[src/rtl/regbank_pkg.sv]
// Shared types and helpers for the parametrised register bank.
// Holds the clear-sequencer state enum and the byte-merge helper used by the write path and bypass.
package regbank_pkg;

  typedef enum logic [0:0] {
    ST_IDLE,
    ST_CLEAR
  } clr_state_t;

  // Widest entry the merge helper supports; callers size-cast in and out.
  localparam int REGBANK_MAX_W  = 1024;
  localparam int REGBANK_MAX_BE = REGBANK_MAX_W / 8;

  function automatic logic [REGBANK_MAX_W-1:0] byte_merge(
    input logic [REGBANK_MAX_W-1:0]  old_v,
    input logic [REGBANK_MAX_W-1:0]  new_v,
    input logic [REGBANK_MAX_BE-1:0] be
  );
    logic [REGBANK_MAX_W-1:0] merged;
    merged = old_v;
    for (int i = 0; i < REGBANK_MAX_BE; i++) begin
      if (be[i]) begin
        merged[8*i +: 8] = new_v[8*i +: 8];
      end
    end
    return merged;
  endfunction

endpackage

[src/rtl/regbank_clear_fsm.sv]
// Sweep-clear sequencer: walks every entry index once, one per cycle, while busy is high.
module regbank_clear_fsm
  import regbank_pkg::*;
#(
  parameter int DEPTH  = 4,
  parameter int ADDR_W = $clog2(DEPTH)
) (
  input  logic              clk,
  input  logic              rst_n,
  input  logic              clr_req,
  output logic              busy,
  output logic              clr_we,
  output logic [ADDR_W-1:0] clr_addr
);

  localparam logic [ADDR_W-1:0] LAST_IDX = ADDR_W'(DEPTH - 1);

  clr_state_t        r_state;
  clr_state_t        w_state_nxt;
  logic [ADDR_W-1:0] r_count;
  logic [ADDR_W-1:0] w_count_nxt;

  always_ff @(posedge clk or negedge rst_n) begin
    if (!rst_n) begin
      r_state <= ST_IDLE;
      r_count <= '0;
    end else begin
      r_state <= w_state_nxt;
      r_count <= w_count_nxt;
    end
  end

  // clr_req is only looked at in IDLE, so a held request re-arms after each sweep.
  always_comb begin
    w_state_nxt = r_state;
    w_count_nxt = r_count;
    busy        = 1'b0;
    clr_we      = 1'b0;
    clr_addr    = r_count;
    case (r_state)
      ST_IDLE: begin
        if (clr_req) begin
          w_state_nxt = ST_CLEAR;
          w_count_nxt = '0;
        end
      end
      ST_CLEAR: begin
        busy   = 1'b1;
        clr_we = 1'b1;
        if (r_count == LAST_IDX) begin
          w_state_nxt = ST_IDLE;
          w_count_nxt = '0;
        end else begin
          w_count_nxt = r_count + 1'b1;
        end
      end
      default: begin
        w_state_nxt = ST_IDLE;
        w_count_nxt = '0;
      end
    endcase
  end

endmodule

[src/rtl/param_regbank.sv]
// Parametrised register bank: two registered read ports, one byte-enabled write port, sweep clear.
// Define REGBANK_BYPASS_EN to forward a same-edge write into a read of the same address.
module param_regbank
  import regbank_pkg::*;
#(
  parameter int DATA_W   = 32,
  parameter int DEPTH    = 4,
  parameter int ADDR_W   = $clog2(DEPTH),
  parameter int ZERO_REG = 0
) (
  input  logic                clk,
  input  logic                rst_n,
  input  logic                we,
  input  logic [ADDR_W-1:0]   wa,
  input  logic [DATA_W/8-1:0] wbe,
  input  logic [DATA_W-1:0]   wdata,
  input  logic                re,
  input  logic [ADDR_W-1:0]   ra1,
  input  logic [ADDR_W-1:0]   ra2,
  output logic [DATA_W-1:0]   rdata1,
  output logic [DATA_W-1:0]   rdata2,
  output logic                rvalid,
  input  logic                clr_req,
  output logic                busy,
  output logic                addr_err
);

  logic [DATA_W-1:0] r_mem [DEPTH];
  logic [DATA_W-1:0] r_rdata1;
  logic [DATA_W-1:0] r_rdata2;
  logic              r_rvalid;
  logic              r_addr_err;

  logic              w_busy;
  logic              w_clr_we;
  logic [ADDR_W-1:0] w_clr_addr;
  logic              w_wa_ok;
  logic              w_ra1_ok;
  logic              w_ra2_ok;
  logic              w_wr_acc;
  logic              w_rd_acc;
  logic              w_err;
  logic [DATA_W-1:0] w_wr_old;
  logic [DATA_W-1:0] w_wr_merged;
  logic [DATA_W-1:0] w_rd1_val;
  logic [DATA_W-1:0] w_rd2_val;

  regbank_clear_fsm #(
    .DEPTH  (DEPTH),
    .ADDR_W (ADDR_W)
  ) u_clear_fsm (
    .clk      (clk),
    .rst_n    (rst_n),
    .clr_req  (clr_req),
    .busy     (w_busy),
    .clr_we   (w_clr_we),
    .clr_addr (w_clr_addr)
  );

  // A power-of-two depth leaves no unused codes, so range checks collapse to constants.
  if (DEPTH == (1 << ADDR_W)) begin : g_full_range
    assign w_wa_ok  = 1'b1;
    assign w_ra1_ok = 1'b1;
    assign w_ra2_ok = 1'b1;
  end else begin : g_partial_range
    assign w_wa_ok  = (wa  < ADDR_W'(DEPTH));
    assign w_ra1_ok = (ra1 < ADDR_W'(DEPTH));
    assign w_ra2_ok = (ra2 < ADDR_W'(DEPTH));
  end

  assign w_wr_acc = !w_busy && we && w_wa_ok && !((ZERO_REG != 0) && (wa == '0));
  assign w_rd_acc = !w_busy && re;
  assign w_err    = !w_busy && ((we && !w_wa_ok) || (re && (!w_ra1_ok || !w_ra2_ok)));

  assign w_wr_old    = w_wa_ok ? r_mem[wa] : '0;
  assign w_wr_merged = DATA_W'(byte_merge(REGBANK_MAX_W'(w_wr_old),
                                          REGBANK_MAX_W'(wdata),
                                          REGBANK_MAX_BE'(wbe)));

  always_comb begin
    w_rd1_val = '0;
    w_rd2_val = '0;
    if (w_ra1_ok && !((ZERO_REG != 0) && (ra1 == '0))) begin
      w_rd1_val = r_mem[ra1];
`ifdef REGBANK_BYPASS_EN
      if (w_wr_acc && (wa == ra1)) begin
        w_rd1_val = w_wr_merged;
      end
`endif
    end
    if (w_ra2_ok && !((ZERO_REG != 0) && (ra2 == '0))) begin
      w_rd2_val = r_mem[ra2];
`ifdef REGBANK_BYPASS_EN
      if (w_wr_acc && (wa == ra2)) begin
        w_rd2_val = w_wr_merged;
      end
`endif
    end
  end

  // The sweep owns the array while busy; user writes are only accepted outside it.
  always_ff @(posedge clk or negedge rst_n) begin
    if (!rst_n) begin
      for (int i = 0; i < DEPTH; i++) begin
        r_mem[i] <= '0;
      end
    end else if (w_clr_we) begin
      r_mem[w_clr_addr] <= '0;
    end else if (w_wr_acc) begin
      r_mem[wa] <= w_wr_merged;
    end
  end

  always_ff @(posedge clk or negedge rst_n) begin
    if (!rst_n) begin
      r_rdata1   <= '0;
      r_rdata2   <= '0;
      r_rvalid   <= 1'b0;
      r_addr_err <= 1'b0;
    end else begin
      r_rvalid   <= w_rd_acc;
      r_addr_err <= w_err;
      if (w_rd_acc) begin
        r_rdata1 <= w_rd1_val;
        r_rdata2 <= w_rd2_val;
      end
    end
  end

  assign rdata1   = r_rdata1;
  assign rdata2   = r_rdata2;
  assign rvalid   = r_rvalid;
  assign busy     = w_busy;
  assign addr_err = r_addr_err;

endmodule

[config.mk]
export PLATFORM = sky130hd
export DESIGN_NAME = param_regbank
export DESIGN_NICKNAME = d
export VERILOG_FILES = /design/src/rtl/regbank_pkg.sv /design/src/rtl/regbank_clear_fsm.sv /design/src/rtl/param_regbank.sv
export SDC_FILE = /design/constraint.sdc
export NUM_CORES = 1
export LEC_CHECK = 0
export BUFFER_PORTS_ARGS = -buffer_cell sky130_fd_sc_hd__clkbuf_2
export CAP_MARGIN = 0
export CELL_PAD_IN_SITES_DETAIL_PLACEMENT = 1
export CELL_PAD_IN_SITES_GLOBAL_PLACEMENT = 1
export CORE_MARGIN = 4
export CORE_UTILIZATION = 44
export CTS_BUF_LIST = sky130_fd_sc_hd__clkbuf_16
export DETAILED_ROUTE_END_ITERATION = 6
export HOLD_SLACK_MARGIN = 0.1
export PLACE_DENSITY_LB_ADDON = 0.1
export SYNTH_ARGS = -nofsm -noshare
export SYNTH_HDL_FRONTEND = slang
export SYNTH_HIERARCHICAL = 1
export SYNTH_SLANG_ARGS = --single-unit
[constraint.sdc]
create_clock -name clk -period 1.65 [get_ports clk]
set_input_delay 0.4125 -clock clk [delete_from_list [all_inputs] [get_ports clk]]
set_output_delay 0.4125 -clock clk [all_outputs]
set_load 0.02 [all_outputs]
**Yosys cells after proc, flatten, opt, wreduce, memory -nomap -nowiden**

Index checks and enable logic that the tools add are counted.

- Add/sub/neg operators: 1
- Multipliers: 0
- Div/mod/pow operators: 0
- Order comparisons: 6
- Equal/unequal tests: 2
- Shift operators: 0
- Multiplexer cells: 27
- Bitwise logic cells: 7
- Reduce and logical (&&, ||, !) cells: 6

Operators by type and width:

| kind | number |
|---|---|
| two-way mux 128 bit | 2 |
| two-way mux 32 bit | 8 |
| binary-select mux 32 bit (select 2 bit) | 3 |
| AND 128 bit | 1 |
| bitwise mux 128 bit | 1 |
| demux 32 bit (select 2 bit) | 2 |
| inverter 128 bit | 1 |
| two-way mux 8 bit | 4 |
| >= comparator 3 bit (second input constant) | 4 |
| inverter 2 -> 3 bit | 4 |
| < comparator 3 x 1 -> 1 bit (second input constant) | 2 |
| logical AND 1 bit | 4 |
| two-way mux 2 bit | 2 |
| one-hot mux 2 bit (2 select lines) | 1 |
| two-way mux 1 bit | 3 |
| adder 2 x 1 -> 2 bit (second input constant) | 1 |
| equality test 2 bit (second input constant) | 1 |
| inequality test 2 bit (second input constant) | 1 |
| one-hot mux 1 bit (2 select lines) | 1 |
| nonzero test 2 bit | 1 |
| logical NOT 1 bit | 1 |
| inverter 1 bit | 1 |

- Register bits after elaboration: 196
- Bits in latches: 0
- RAM bits: 0
- Bits in read-only memories: 0
- Input bits: 47
- Output and inout bits: 67
- Logic and storage cells: 58
- Memories kept: 0

**Longest topological paths before layout**

Gate-level depths: netlist (run 1).

- Depth after elaboration: 8
- Gate-level depth with buffers: 6
- Gate-level depth less buffers: 3

**Modules after synthesis**

The synthesis (run 1) kept the hierarchy.

By module, submodules not included:

| module | instances | cells each | area each (sq um) | sequential area each (sq um) |
|---|---|---|---|---|
| param_regbank | 1 | 781 | 10,375.0 | 4,829.6 |
| regbank_clear_fsm | 1 | 10 | 128.9 | 75.1 |

**Least setup slack after synthesis (run 1)**

No wires, ideal clock.

- Path kind: reg-to-reg
- From: reg u_clear_fsm.r_state
- To: reg r_mem[32] (netlist bit)
- Library setup time: 0.126 ns
- Data arrival time: 1.613 ns
- Required time: 1.524 ns
- Setup slack: -0.089 ns
- Stages on the path, launching flop included: 6
- Path buffers: 2
- Clock period less this slack: 1.739 ns
- Path through: dfrtp_1 -> buf_4 -> nand4bb_4 -> buf_6 -> o21a_1 -> a221o_1

- Cells in the longest elaborated chain, start to end: 4
- Elaborated cells on any way between the ends: 5
- Those cells by class: 2 x mux; 3 x reduce/logical

Ends and longest elaborated chain:

| item | RTL line | RTL |
|---|---|---|
| start, declared | regbank_clear_fsm.sv:18 | `clr_state_t r_state;` |
| start signal, assigned | regbank_clear_fsm.sv:28 | `r_state <= w_state_nxt;` |
| two-way mux 1 bit * | regbank_clear_fsm.sv:40 | `case (r_state)` |
| named net w_clr_we | param_regbank.sv:35 | `logic w_clr_we;` |
| logical NOT 1 bit | - |  |
| logical AND 1 bit | param_regbank.sv:71 | `assign w_wr_acc = !w_busy && we && w_wa_ok && !((ZERO_REG != 0) && (wa == '0));` |
| nonzero test 2 bit (no line) | - |  |
| end signal, assigned by index | param_regbank.sv:110 | `r_mem[wa] <= w_wr_merged;` |
| end, declared | param_regbank.sv:28 | `logic [DATA_W-1:0] r_mem [DEPTH];` |

Mark *: on every way through the listed nets, which the timed path passes. The rest lies on a longest branch.
A chain may end at the register's enable or synchronous reset.

**Worst setup path after layout (run 1)**

- From: reg u_clear_fsm.r_state
- To: out busy

- Cells in the longest elaborated chain, start to end: 1

Ends and longest elaborated chain:

| item | RTL line | RTL |
|---|---|---|
| two-way mux 1 bit | regbank_clear_fsm.sv:40 |  |
| end, declared | param_regbank.sv:24 | `output logic busy,` |

No other way between the ends.

==> impl_metrics.ini, run 1 <==
[status]
outcome = completed

[placed_design]
portBuffers = 112
hpwlAfterDp_um = 20600
gp_congestion = 0.792
dp_slack_ns = -0.0996

[worst_setup_path]
path_max_fanout = 5
cp_slowest_cell = dfrtp_2
crit_chain = buf_12, buf_6
cp-end-kind = output pin
crit_arrival_ns = 1.17
cpPeakStageDelay_ns = 0.46
worstPathRequired_ns = 1.24
startpoint_type = register
critical_path_class = reg -> out

[sta]
final_hold_viol_count = 0
fmax_ghz = 0.630
drv_slew = 0
worst_slack_ns = 0.0636
post-route-period-util_pct = 96.1
fin_crit_ns = 1.59
finalSetupViolCount = 0
skew_ns = 0.0120
tns_ns = 0

[clocking]
h-tree-depth = 4
numCtsBuffers = 17
cts_root_buf = clkbuf_16
cts_buffer_depth = 2
insertion_delay_ns = 0.44
tritoncts = done
clock-sinks = 196
clk_pin_slew_ns = 0.07

[global_route]
top_usage_layer = met2
met2_usage_pct = 41.2
gr-usage-met1_pct = 31.4
grt_util_all_layers_pct = 23.8
grt_antenna_before_repair = 0
grt_max_degree = 60
met3_usage_pct = 3.77
grt_pass1_vias = 8367
grt_pass1_wl_um = 48500
gr-total-overflow = 0

[power_and_ir_drop]
ir_worst_vdd_v = 0.000599
pwr-share-seq_pct = 41.1
power.internal_mw = 9.70
p_clk_share_pct = 28.1
p_switching_mw = 5.07
fin_total_pwr_mw = 14.8
p_sw_share_pct = 34.3
p_per_area_mw_per_mm2 = 1180
p_leak_nw = 6.18
power_frac_comb_pct = 30.8

[routing]
ant_nets = 0
viasPerCell = 5.87
firstDrtPassIters = 5
first_iter_violations = 432
wl_per_cell_um = 24.2
wirelength_um = 30300
routed-via-count = 7345
drc = 0

[synth]
synth_edf_count = 0
yosysSeqAreaShare_pct = 46.7
synthArstFlopShare_pct = 100
syn_nets = 839
syn_inst = 791
ys_types = 39
synthesis.area_mm2 = 0.0105
yosys_register_bits = 196
syn_area_per_cell_um2 = 13.3
synth_ff_type = dfrtp_1
ys_warn_count = 6

[floorplan]
chipHeight_um = 163
dieArea_mm2 = 0.0264
dieWidth_um = 163
initial_core_util_pct = 44.7
ios = 114
core_area_mm2 = 0.0235
rows = 56

[cells_and_area]
final_layout_size_suffix_gt1_share_pct = 40.1
syn_to_final_growth_pct = 18.8
n_antenna_cell = 0
final_nets = 968

[hold_path]
min_path_type = in -> reg

[run]
drv_cap = 0
==> metal layers <==
| layer | part of all wire, % | wire length [um] |
|---|---|---|
| met1 | 43 | 12900 |
| met2 | 52 | 15800 |
| met3 | 3.4 | 1030 |
| met4 | 1.7 | 524 |
| met5 | 0 | 0 |
==> critical path, delay by kind of cell (launching register included) <==
family   cells  cell delay [ns]
flops        1             0.46
buf+inv      2             0.27
==> final timing paths <==
path                                startpoint    endpoint  slack (ns)  cells after the start
setup / recovery           u_clear_fsm/r_state        busy        0.06                      2
hold / removal                       wdata[25]  r_mem[121]        0.23                      3
setup reg to reg           u_clear_fsm/r_state   r_mem[96]        0.09                      5
hold reg to reg                     rdata1[18]  rdata1[18]        0.51                      1
max in group asynchronous                rst_n   r_mem[52]        0.60                      3
min in group asynchronous                rst_n  rdata1[10]        0.42                      2
==> synthesized netlist by cell type (15+ instances only) <==
cell	number	share of area, %
inv_1	33	1.2
mux2_4	60	8.6
nand2_1	98	3.5
mux2_2	32	3.4
o211ai_1	28	2.0
mux2i_1	96	9.1
dfrtp_1	196	47
clkbuf_1	24	0.86
buf_2	21	1.0
mux4_2	60	13
o22ai_1	28	1.7
o21ai_1	15	0.71
==> power by group through the flow <==
stage / combinational, mW / sequential (mW) / clock (mW)
2_1_floorplan: 2.38 / 6.37 / 0
3_3_place_gp: 4.38 / 6.07 / 0
3_5_place_dp: 4.50 / 6.15 / 0
4_1_cts: 4.57 / 6.06 / 4.22
5_1_grt: 4.86 / 6.16 / 4.46
6_report: 4.55 / 6.06 / 4.14
==> per-stage QoR <==
step | hold WS (ns) | utilization (%) | instance area (um2) | cells
final | 0.234 | 53.2 | 12500 | 1252
after global routing | 0.227 | 53.2 | 12500 | 1252
after CTS | 0.217 | 53.0 | 12400 | 1252
after detailed placement | 0.322 | 50.5 | 11900 | 1217
after global placement | 0.319 | 50.5 | 11900 | 1217
after floorplan | 0.117 | - | 10500 | 791
==> layout make-up <==
| type | instances | area, um2 |
|---|---|---|
| Clock buffer | 17 | 425 |
| Clock inverter | 15 | 139 |
| Fill cell | 2406 | 11000 |
| Inverter | 33 | 124 |
| Multi-Input combinational cell | 497 | 5100 |
| Sequential cell | 196 | 4910 |
| Tap cell | 319 | 399 |
| Timing Repair Buffer | 175 | 1390 |
==> logic make-up after synthesis <==
| group | after synthesis | synth area share [%] |
|---|---|---|
| AO/OA/AOI/OAI | 104 | 6.63 |
| adder cells (fa/ha/maj) | 1 | 0.119 |
| AND/OR/NAND/NOR | 139 | 6.35 |
| other | 1 | 0.0357 |
| flip-flops | 196 | 46.7 |
| multiplexers | 252 | 35.0 |
| buffers and inverters | 98 | 5.15 |
==> sequential cells by signal, indices dropped and copies added (netlist names) <==
signal,count
u_clear_fsm/clr_addr,2
rdata1,32
u_clear_fsm/r_state,1
rdata2,32
rvalid,1
r_mem,128
==> placed cells by master (no fill, tap or decap), drive strengths merged <==
| cell | Yosys | final |
|---|---|---|
| o2bb2ai | 4 | 4 |
| a211oi | 4 | 4 |
| nor2b | 6 | 6 |
| o211ai | 28 | 28 |
| dlygate4sd3 | 0 | 1 |
| nand2b | 8 | 8 |
| a31o | 4 | 4 |
| mux4 | 64 | 64 |
| o21a | 1 | 1 |
| nor2 | 8 | 8 |
| or3b | 1 | 1 |
| nand3b | 2 | 2 |
| bufinv | 0 | 2 |
| a22o | 2 | 2 |
| nand2 | 98 | 98 |
| ha | 1 | 1 |
| nor3b | 1 | 1 |
| mux2 | 92 | 92 |
| nand3 | 10 | 10 |
| buf | 41 | 63 |
| mux2i | 96 | 96 |
| nand4bb | 1 | 1 |
| a21oi | 1 | 1 |
| dfrtp | 196 | 196 |
| a221o | 4 | 4 |
| o21ai | 28 | 28 |
| nor3 | 4 | 4 |
| inv | 33 | 39 |
| clkbuf | 24 | 128 |
| o22ai | 28 | 28 |
| conb | 1 | 1 |
| clkinvlp | 0 | 1 |
| clkinv | 0 | 6 |
==> timing repair <==
action	4_1_cts	5_1_grt
endpoints found under the setup margin	1	11
setup buffers	2	0
gates resized for setup	1	7
endpoints found under the hold margin	21	0
hold buffers	1	0
(Power assumes the default switching activity.)
==> run 2, diff against run 1 <==
- GPL_TIMING_DRIVEN: not set -> 0
- PLACE_DENSITY: not set -> 0.85
- PLACE_DENSITY_LB_ADDON: 0.1 -> not set
==> impl_metrics.ini, run 2 (synthesis results as in run 1) <==
[sta]
post-route-period-util_pct = 109
finalSetupViolCount = 23
worst_pin_slew_ns = 0.808
worst_slack_ns = -0.151
max_slew_margin_pct = 46.1
final_hold_viol_count = 0
fmax_ghz = 0.555
skew_ns = 0.0167
tns_ns = -0.665
drv_slew = 0
fin_crit_ns = 1.80
whs_ns = 0.0688
rsz0062_at_grt = true

[floorplan]
dieWidth_um = 163
rows = 56
initial_core_util_pct = 44.7
core_area_mm2 = 0.0235
ios = 114
dieArea_mm2 = 0.0264
chipHeight_um = 163

[clocking]
clock-sinks = 196
clk_pin_slew_ns = 0.07
tritoncts = done
numCtsBuffers = 17
h-tree-depth = 4
cts_hold_buf = 0
cts_buffer_depth = 2
cts_root_buf = clkbuf_16
insertion_delay_ns = 0.45

[worst_setup_path]
ff2ff_path_depth = 6
path_max_fanout = 9
cp-end-kind = register
crit_chain = buf_6, nand4bb_4, buf_8, buf_8, o211ai_1, o21ai_1
cp_slowest_cell = dfrtp_2
worstPathRequired_ns = 1.95
cpMostUsedCell = buf_8
crit_arrival_ns = 2.10
startpoint_type = register
critical_path_class = reg -> reg
cpPeakStageDelay_ns = 0.45

[global_route]
grt_util_all_layers_pct = 24.8
grt_pass1_wl_um = 49800
grt_max_degree = 102
grt_pass1_vias = 8401
grt_antenna_before_repair = 5
gr-total-overflow = 0

[power_and_ir_drop]
p_leak_nw = 6.08
ir_worst_vdd_v = 0.000601
p_per_area_mw_per_mm2 = 1200

[placed_design]
portBuffers = 105
gp_congestion = 0.802
placed_cell_area_mm2 = 0.0115
hpwlAfterDp_um = 20900
dp_slack_ns = -0.451

[routing]
drc = 0
wirelength_um = 33000
ant_nets = 0
wl_per_cell_um = 26.2
firstDrtPassIters = 5
routed-via-count = 7622
first_iter_violations = 630
viasPerCell = 6.06

[cells_and_area]
most-common-layout-cells = dfrtp_1 (195), clkbuf_2 (111), nand2_1 (96), mux2i_1 (92)
final_area_mm2 = 0.0124
syn_to_final_growth_pct = 18.0
largest_reg_flops = 128
final_core_util_pct = 52.8
final_nets = 973
regMostFlops = r_mem
mostFrequentLayoutCell = dfrtp_1
final_layout_size_suffix_gt1_share_pct = 39.9

[status]
outcome = complete, but fails checks
violations = negative setup slack

[run]
drv_cap = 0

[hold_path]
min_path_type = in -> async
-- run 2: worst max-delay path, delay by kind of cell, from the launching register on --
| kind | cells | cell delay (ns) |
|---|---|---|
| compound gates | 2 | 0.48 |
| flops | 1 | 0.45 |
| simple gates | 1 | 0.25 |
| buf+inv | 3 | 0.47 |
-- run 2: area by class of cell --
cell class | count | area [um2]
inverters | 33 | 124
multi-input cells | 497 | 5170
well taps | 319 | 399
repair buffers | 116 | 666
clock buffers | 17 | 425
flip-flops and latches | 196 | 4910
fillers | 2404 | 11100
plain buffers | 64 | 554
diodes | 1 | 2.50
clock inverters | 14 | 140
-- run 2: path summary, 6_finish.rpt --
path	startpoint	endpoint	slack [ns]
worst max-delay path	u_clear_fsm/r_state	r_mem[23]	-0.15
worst min-delay path	rst_n	rdata2[11]	0.07
worst max register to register	u_clear_fsm/r_state	r_mem[23]	-0.15
worst min register to register	rdata2[21]	rdata2[21]	0.51
max in group asynchronous	rst_n	r_mem[25]	0.59
min in group clk	wdata[29]	r_mem[125]	0.22
-- run 2: metrics by stage --
stage               std cells  total power [mW]
floorplan                 791              8.75
global placement         1215              10.1
detailed placement       1216              10.3
CTS                      1253              14.7
global route             1257              15.4
finish                   1257              14.8
-- run 2: report_power, final --
| group | switching (mW) | internal [mW] | total, mW |
|---|---|---|---|
| clock | 1.95 | 2.22 | 4.16 |
| sequential | 0.611 | 5.47 | 6.08 |
| combinational | 2.67 | 1.91 | 4.59 |
| total | 5.23 | 9.60 | 14.8 |
-- run 2: per-layer routing --
layer  track usage (%)  up-vias  part of all wire [%]
li1                  -     3186                     -
met1              32.8     3992                    40
met2              40.8      343                    50
met3              5.11       93                   6.3
met4              8.69        8                   3.2
met5                 0        -                  0.16
-- run 2: repair_timing --
| action | in CTS | in global routing |
|---|---|---|
| endpoints found under the setup margin | 175 | 166 |
| endpoints found under the hold margin | 0 | 0 |
| pin swaps | 4 | 5 |
| resized for setup | 47 | 47 |
| gates cloned | 1 | 1 |
| buffers inserted | 5 | 3 |
==> run 3, diff against run 2 <==
- CTS_BUF_LIST: sky130_fd_sc_hd__clkbuf_16 -> not set
==> impl_metrics.ini, run 3 (synthesis results as in run 1) <==
[sta]
worst_pin_slew_ns = 0.848
max_slew_margin_pct = 43.5
fmax_ghz = 0.588
drv_slew = 0
fin_crit_ns = 1.70
worst_slack_ns = -0.0497
finalSetupViolCount = 20
final_hold_viol_count = 0
post-route-period-util_pct = 103
rsz0062_at_grt = true
skew_ns = 0.0112

[floorplan]
core_area_mm2 = 0.0235
chipHeight_um = 163
dieWidth_um = 163
dieArea_mm2 = 0.0264
initial_core_util_pct = 44.7
rows = 56
ios = 114

[placed_design]
gp_congestion = 0.802
portBuffers = 105
placed_cell_area_mm2 = 0.0115
dp_slack_ns = -0.451
numPlacedInstances = 1216
hpwlAfterDp_um = 20900

[cells_and_area]
syn_to_final_growth_pct = 18.0
final_nets = 972
final_core_util_pct = 52.8
final-instance-count-excl-fill = 1256
regMostFlops = r_mem
mostFrequentLayoutCell = dfrtp_1
most-common-layout-cells = dfrtp_1 (195), clkbuf_2 (108), nand2_1 (96), mux2i_1 (90)
final_layout_size_suffix_gt1_share_pct = 40.2
largest_reg_flops = 128
final_area_mm2 = 0.0124

[clocking]
numCtsBuffers = 17
cts_buffer_depth = 2
clk_pin_slew_ns = 0.07
insertion_delay_ns = 0.44
cts_root_buf = clkbuf_16
tritoncts = done
clock-sinks = 196
h-tree-depth = 4

[global_route]
grt_pass1_wl_um = 49900
grt_antenna_before_repair = 4
grt_max_degree = 102
gr-total-overflow = 0
grt_pass1_vias = 8396
grt_util_all_layers_pct = 24.8

[power_and_ir_drop]
p_leak_nw = 6.05
fin_total_pwr_mw = 14.9
p_per_area_mw_per_mm2 = 1200
ir_worst_vdd_v = 0.000644

[worst_setup_path]
reg2reg_slack_ns = -0.05
worstPathRequired_ns = 1.97
path_max_fanout = 8
cp-end-kind = register
critical_path_class = reg -> reg
startpoint_type = register
crit_arrival_ns = 2.02

[run]
drv_cap = 0

[routing]
wl_per_cell_um = 25.5
ant_nets = 0
drc = 0
viasPerCell = 5.97
first_iter_violations = 623
wirelength_um = 32100
routed-via-count = 7493
firstDrtPassIters = 5

[status]
violations = negative setup slack
outcome = complete, but fails checks

[hold_path]
min_path_type = in -> async
[run 3: cell count changes in the layout (fill, tap and decap cells not counted), sizes merged]
cell,previous run,this run
clkinv,6,3
buf,56,55
dlygate4sd3,0,1
inv,37,35
clkbuf,141,145
[run 3: per-stage QoR]
step	setup TNS, ns	hold slack (ns)
after global placement	-751.55	0.493
final	-0.456	0.0630
after detailed placement	-33.57	0.497
after CTS	-0.0322	0.0914
after floorplan	-0.0109	0.117
after global routing	-3.53	0.116
[run 3: layout make-up]
| class | instances | area, um2 |
|---|---|---|
| Inverter | 33 | 124 |
| Clock buffer | 22 | 474 |
| Buffer | 65 | 544 |
| Antenna cell | 1 | 2.50 |
| Sequential cell | 196 | 4910 |
| Multi-Input combinational cell | 497 | 5180 |
| Clock inverter | 9 | 121 |
| Tap cell | 319 | 399 |
| Fill cell | 2409 | 11100 |
| Timing Repair Buffer | 114 | 634 |
[run 3: worst max-delay path, stage by stage, from the launching register on]
cell,delay [ns]
dfrtp_2,0.46
buf_6,0.15
nand4bb_4,0.21
buf_6,0.17
o21a_4,0.24
a221o_1,0.34
[run 3: routing by layer]
| metal | global-route usage (%) | vias up | share of wire (%) | wire length, um |
|---|---|---|---|---|
| li1 | - | 3190 | - | - |
| met1 | 32.6 | 3939 | 41 | 13200 |
| met2 | 41.2 | 290 | 50 | 15900 |
| met3 | 4.88 | 68 | 6.1 | 1970 |
| met4 | 9.19 | 6 | 3.1 | 984 |
| met5 | 0 | - | 0.12 | 39 |
[run 3: path summary, 6_finish.rpt]
path / cells past startpoint / start / endpoint
worst max-delay path: 5 / u_clear_fsm/r_state / r_mem[32]
worst min-delay path: 1 / rst_n / rdata2[11]
worst max register to register: 5 / u_clear_fsm/r_state / r_mem[32]
worst min register to register: 1 / rdata2[21] / rdata2[21]
max in group asynchronous: 2 / rst_n / r_mem[102]
min in group clk: 3 / wdata[29] / r_mem[125]
[run 3: repair_timing]
action | CTS | global route
pin swaps | 8 | 2
endpoints found under the setup margin | 175 | 148
hold buffers | 1 | 0
setup buffers | 5 | 1
resized for setup | 53 | 31
endpoints found under the hold margin | 3 | 0
gates cloned | 1 | 0
[run 3: power breakdown]
group | switching, mW | internal [mW]
registers | 0.611 | 5.47
clock network | 1.92 | 2.37
logic | 2.63 | 1.93
